[src/rtl/charmap_scroll_pipe.sv]
// Character-map renderer with per-frame scroll: beam position -> RAM/ROM
// addresses -> RGB888 + fg flag, fixed 4-clock latency, 1 pixel/clock.
// Ports: clk, reset (async high), hcnt/vcnt/enable, scroll_x/y/wr,
//   chram_addr + RAM data in, chrom_addr + ROM data in, r/g/b/a out.
module charmap_scroll_pipe #(
  parameter int         COLS_LOG2  = 6,
  parameter int         ROWS_LOG2  = 6,
  parameter logic [8:0] LATCH_LINE = 9'd0
) (
  input  logic                           clk,
  input  logic                           reset,
  input  logic [8:0]                     hcnt,
  input  logic [8:0]                     vcnt,
  input  logic                           enable,
  input  logic [8:0]                     scroll_x,
  input  logic [8:0]                     scroll_y,
  input  logic                           scroll_wr,
  output logic [COLS_LOG2+ROWS_LOG2-1:0] chram_addr,
  input  logic [7:0]                     chmap_data_out,
  input  logic [7:0]                     fgcolram_data_out,
  input  logic [7:0]                     bgcolram_data_out,
  output logic [11:0]                    chrom_addr,
  input  logic [7:0]                     chrom_data_out,
  output logic [7:0]                     r,
  output logic [7:0]                     g,
  output logic [7:0]                     b,
  output logic                           a
);

  localparam int XW = COLS_LOG2 + 3;
  localparam int YW = ROWS_LOG2 + 3;

  logic [8:0]    pend_x, pend_y;
  logic [8:0]    act_x, act_y;
  logic          latch;
  logic [8:0]    sum_x, sum_y;
  logic [XW-1:0] ex;
  logic [YW-1:0] ey;

  logic [2:0]    s1_col, s1_row;
  logic          s1_en;
  logic [2:0]    s2_col, s2_row;
  logic          s2_en;
  logic [2:0]    s3_col;
  logic          s3_en;
  logic [7:0]    s3_fg, s3_bg;

  logic          pix;
  logic [7:0]    c;

  assign latch = (hcnt == 9'd0) && (vcnt == LATCH_LINE);

  // 9-bit sum, then fit to the map size: wrap, never clamp
  assign sum_x = hcnt + act_x;
  assign sum_y = vcnt + act_y;
  assign ex    = XW'(sum_x);
  assign ey    = YW'(sum_y);

  // latch reads pending before this edge's write lands
  always_ff @(posedge clk or posedge reset) begin
    if (reset) begin
      pend_x <= '0;
      pend_y <= '0;
      act_x  <= '0;
      act_y  <= '0;
    end else begin
      if (scroll_wr) begin
        pend_x <= scroll_x;
        pend_y <= scroll_y;
      end
      if (latch) begin
        act_x <= pend_x;
        act_y <= pend_y;
      end
    end
  end

  always_ff @(posedge clk or posedge reset) begin
    if (reset) begin
      chram_addr <= '0;
      s1_col     <= '0;
      s1_row     <= '0;
      s1_en      <= 1'b0;
      s2_col     <= '0;
      s2_row     <= '0;
      s2_en      <= 1'b0;
      s3_col     <= '0;
      s3_en      <= 1'b0;
      s3_fg      <= '0;
      s3_bg      <= '0;
    end else begin
      chram_addr <= {ey[YW-1:3], ex[XW-1:3]};
      s1_col     <= ex[2:0];
      s1_row     <= ey[2:0];
      s1_en      <= enable;
      s2_col     <= s1_col;
      s2_row     <= s1_row;
      s2_en      <= s1_en;
      s3_col     <= s2_col;
      s3_en      <= s2_en;
      s3_fg      <= fgcolram_data_out;
      s3_bg      <= bgcolram_data_out;
    end
  end

  // RAM data is live this cycle; held at 0 while in reset
  assign chrom_addr = reset ? 12'd0
                    : {1'b0, chmap_data_out, s2_row};

  // bit 7 is the leftmost pixel, so index = 7 - col = ~col
  assign pix = chrom_data_out[~s3_col];
  assign c   = pix ? s3_fg : s3_bg;

  always_ff @(posedge clk or posedge reset) begin
    if (reset) begin
      r <= '0;
      g <= '0;
      b <= '0;
      a <= 1'b0;
    end else if (s3_en) begin
      r <= {c[2:0], c[2:0], 2'b00};
      g <= {c[5:3], c[5:3], 2'b00};
      b <= {c[7:6], c[7:6], c[7:6], 2'b00};
      a <= pix;
    end else begin
      r <= '0;
      g <= '0;
      b <= '0;
      a <= 1'b0;
    end
  end

endmodule

[config.mk]
export PLATFORM = sky130hd
export DESIGN_NAME = charmap_scroll_pipe
export DESIGN_NICKNAME = d
export VERILOG_FILES = /design/src/rtl/charmap_scroll_pipe.sv
export SDC_FILE = /design/constraint.sdc
export NUM_CORES = 1
export LEC_CHECK = 0
export ABC_CLOCK_PERIOD_IN_PS = 4550
export CAP_MARGIN = 10
export CORE_MARGIN = 8
export CORE_UTILIZATION = 30
export DETAILED_ROUTE_END_ITERATION = 8
export PLACE_DENSITY = 0.59
export SYNTH_ARGS = -nofsm -noshare
export SYNTH_HDL_FRONTEND = slang
export SYNTH_SLANG_ARGS = --single-unit
[constraint.sdc]
create_clock -name clk -period 4.55 [get_ports clk]
set_clock_uncertainty 0.15 [all_clocks]
set_input_delay 1.1375 -clock clk [delete_from_list [all_inputs] [get_ports clk]]
set_output_delay 1.1375 -clock clk [all_outputs]
set_load 0.01 [all_outputs]
==> reports/qor.csv <==
stage;metric;value;unit
run_status;status;finished clean;
die;io_pins;121;
setup_path;crit_path_top_delay_cell;clkdlybuf4s50_1;
die;fp.dieH;128;um
setup_path;startpoint_type;input port;
run;cap_violations;0;
setup_path;timing.rr.start;act_x[0];
final_layout;areaGrowthSynthToFinish;41.1;%
die;design.die.area;16300;um^2
sta;layout_min_cycle_time;3840;ps
setup_path;regToRegSetupSlack;2250;ps
global_routing;grt_pass1_wl;13.6;mm
clock_tree;insertion_delay;340;ps
logic_synthesis;syn_area;3750;um^2
final_layout;finalNetCount;472;
sta;hold_viol;0;
sta;drv_slew;0;
setup_path;crit_required;3260;ps
routing;viasPerCell;4.21;
routing;ant_nets;0;
clock_tree;cts_hold_buf;0;
global_routing;grt_use_total;10.9;%
setup_path;cp_top_family;buffers and inverters;
final_layout;drive_above_1_share;15.2;%
sta;fmax;0.260;GHz
clock_tree;cts_buffer_depth;2;
routing;drt_iter0_drc;78;
sta;min_period_over_period;84.4;%
setup_path;path_buf_inv;2;
logic_synthesis;syn_inst;273;
power;leakage;2.33;nW
sta;report.final.setup_viol;0;
logic_synthesis;synth_warnings;0;
setup_path;reg2reg_to;chram_addr[5];
final_layout;antennaDiodeCount;0;
clock_tree;cts_made_buffers;9;
logic_synthesis;yosysUniqueCellTypes;28;
routing;drt-pass1-iter-count;4;
setup_path;cpMostUsedCell;clkdlybuf4s50_1;
clock_tree;cts_tree;yes;
clock_tree;cts_root_buf;clkbuf_16;
logic_synthesis;syn_avg_cell_area;13.7;um^2
setup_path;crit_path_max_incr_delay;630;ps
worst_hold_path;holdPathEnd;s2_row[0];
clock_tree;cts.htree.levels;3;
global_routing;grt_overflow;0;
clock_tree;post-cts-setup-buffers;0;
placement;place_hpwl;6.58;mm
logic_synthesis;synth-seq-area-share;60.7;%
power;ir_worst_vdd;155;uV
setup_path;end_kind;primary output;
sta;worstMarginPinSlew;783;ps
global_routing;grt_antenna_before_repair;0;
worst_hold_path;hold_path_depth;0;
placement;port_buffers;113;
worst_hold_path;hold_start;s1_row[0];
routing;post_drt_wl_per_cell;15.0;um
clock_tree;cts.repair.resized;0;
setup_path;critPathMaxFanout;12;
final_layout;final_cells;559;
routing;routed_wl;8.41;mm
logic_synthesis;synth.ff_latch_count;91;
global_routing;grt_pass1_vias;2572;
clock_tree;cts_sinks;91;
die;start_util;30.2;%
sta;grt_setup_unrepaired;no;
routing;drc;0;
worst_hold_path;worstHoldPathType;reg2reg;
routing;via_count;2353;
power;power_density;342;nW/um^2
sta;slew_headroom;47.6;%
setup_path;path_cells;clkdlybuf4s50_1, nor2b_1, clkdlybuf4s50_1;
setup_path;worstRegToRegCells;7;
setup_path;crit_type;in2out;
setup_path;cp.arrival;2550;ps
sta;final.setup.tns;0;ps
clock_tree;cts.reportedPaths.clkPinSlew;60;ps
die;row_count;41;
die;die_w;128;um
placement;dp.cells;542;
global_routing;grt_max_degree;92;
die;coreArea;12400;um^2
placement;gp_congestion;0.842;
-- where the power goes --
part,switching [mW],internal (mW)
logic,0.0864,0.135
clock network,0.301,0.415
registers,0.0203,0.854
total,0.408,1.40
-- cell usage after synthesis --
| master | number | share of area (%) |
|---|---|---|
| dfrtp_1 | 91 | 61 |
| mux2_2 | 36 | 11 |
| buf_4 | 17 | 3.4 |
| ha_1 | 16 | 5.3 |
| o21ai_0 | 16 | 2.1 |
| a21oi_1 | 12 | 1.6 |
| nand2_1 | 12 | 1.2 |
| nor2b_1 | 11 | 1.8 |
| xnor2_1 | 10 | 2.3 |
| nand3_1 | 9 | 1.2 |
| inv_1 | 6 | 0.60 |
| xor2_1 | 6 | 1.4 |
| clkbuf_1 | 5 | 0.50 |
| a21o_1 | 4 | 0.80 |
| nor4_1 | 3 | 0.50 |
| a2111oi_0 | 2 | 0.47 |
| fa_1 | 2 | 1.1 |
| mux4_2 | 2 | 1.2 |
| nand2b_1 | 2 | 0.33 |
| o21bai_1 | 2 | 0.40 |
| o31ai_1 | 2 | 0.40 |
| buf_2 | 1 | 0.13 |
| buf_6 | 1 | 0.30 |
| conb_1 | 1 | 0.10 |
| mux2i_1 | 1 | 0.27 |
| nor2_1 | 1 | 0.10 |
| nor4_4 | 1 | 0.57 |
| or4_4 | 1 | 0.30 |
-- sequential cells by signal, summed over array words and instances, names as in the netlist, 8 cells and up --
signal / flops
act_y: 9
pend_x: 9
pend_y: 9
chram_addr: 12
s3_fg: 8
act_x: 9
s3_bg: 8
-- per-stage QoR --
| stage | setup slack (ps) | cell area, um^2 | util [%] | total power, mW | hold slack [ps] |
|---|---|---|---|---|---|
| after floorplan | 691 | 3770 | - | 0.985 | 181 |
| after global placement | 736 | 4970 | 40.1 | 1.11 | 183 |
| after detailed placement | 688 | 4970 | 40.1 | 1.11 | 185 |
| after CTS | 688 | 5270 | 42.4 | 1.84 | 199 |
| after global routing | 646 | 5290 | 42.6 | 1.89 | 203 |
| final | 708 | 5290 | 42.6 | 1.81 | 198 |
-- metal layers --
metal  global-route usage [%]  wire (um)
met3                     3.45        562
met2                     18.4       4190
met1                     11.9       3430
met4                     5.94        225
met5                        0          0
-- area by class of cell --
class / instances / area, um^2
fillers: 1178 / 7120
well taps: 172 / 215
flip-flops and latches: 91 / 2280
repair buffers: 116 / 1170
multi-input cells: 158 / 1310
clock buffers: 13 / 270
clock inverters: 3 / 21.3
inverters: 6 / 25.0
-- worst max-delay path by stage --
stage / start / end / cells past startpoint
after CTS: reset / chrom_addr[6] / 3
after global routing: reset / chrom_addr[6] / 3
after floorplan: reset / a / 2
after detailed placement: reset / chrom_addr[6] / 3
final: reset / chrom_addr[6] / 3
after global placement: hcnt[3] / act_y[3] / 6
-- layout by cell type (no fill, tap or decap) --
cell type        instances
a2111oi_0                2
a21o_1                   4
a21oi_1                 12
buf_16                   1
buf_4                    2
clkbuf_1                 1
clkbuf_16                9
clkbuf_8                 3
clkdlybuf4s50_1        113
clkinv_2                 1
clkinv_4                 1
clkinvlp_4               1
conb_1                   7
dfrtp_1                 91
fa_1                     2
ha_1                    16
inv_1                    5
inv_4                    1
mux2_2                  36
mux2i_1                  1
mux4_2                   2
nand2_1                 12
nand2b_1                 2
nand3_1                  9
nor2_1                   1
nor2b_1                 11
nor4_1                   3
nor4_4                   1
o21ai_0                 16
o21bai_1                 2
o31ai_1                  2
or4_4                    1
xnor2_1                 10
xor2_1                   6
-- cells by family (layout without fill, tap and decap cells) --
family          count (synthesis)  after routing  share of synthesized area (%)
fa+ha+maj                      18             18                           6.40
buf+inv                        30            138                           4.94
simple gates                   40             40                           6.04
mux                            39             39                           12.3
compound gates                 38             38                           5.80
xor+xnor                       16             16                           3.74
other cells                     1              7                          0.100
flops                          91             91                           60.7
-- worst register-to-register path, stage by stage, from the launching register on --
cell	delay, ps
dfrtp_1	390
ha_1	210
fa_1	410
a21oi_1	210
o21ai_0	160
a2111oi_0	430
a21oi_1	100
xnor2_1	140
Note: power is estimated with default switching activity, not from simulation.
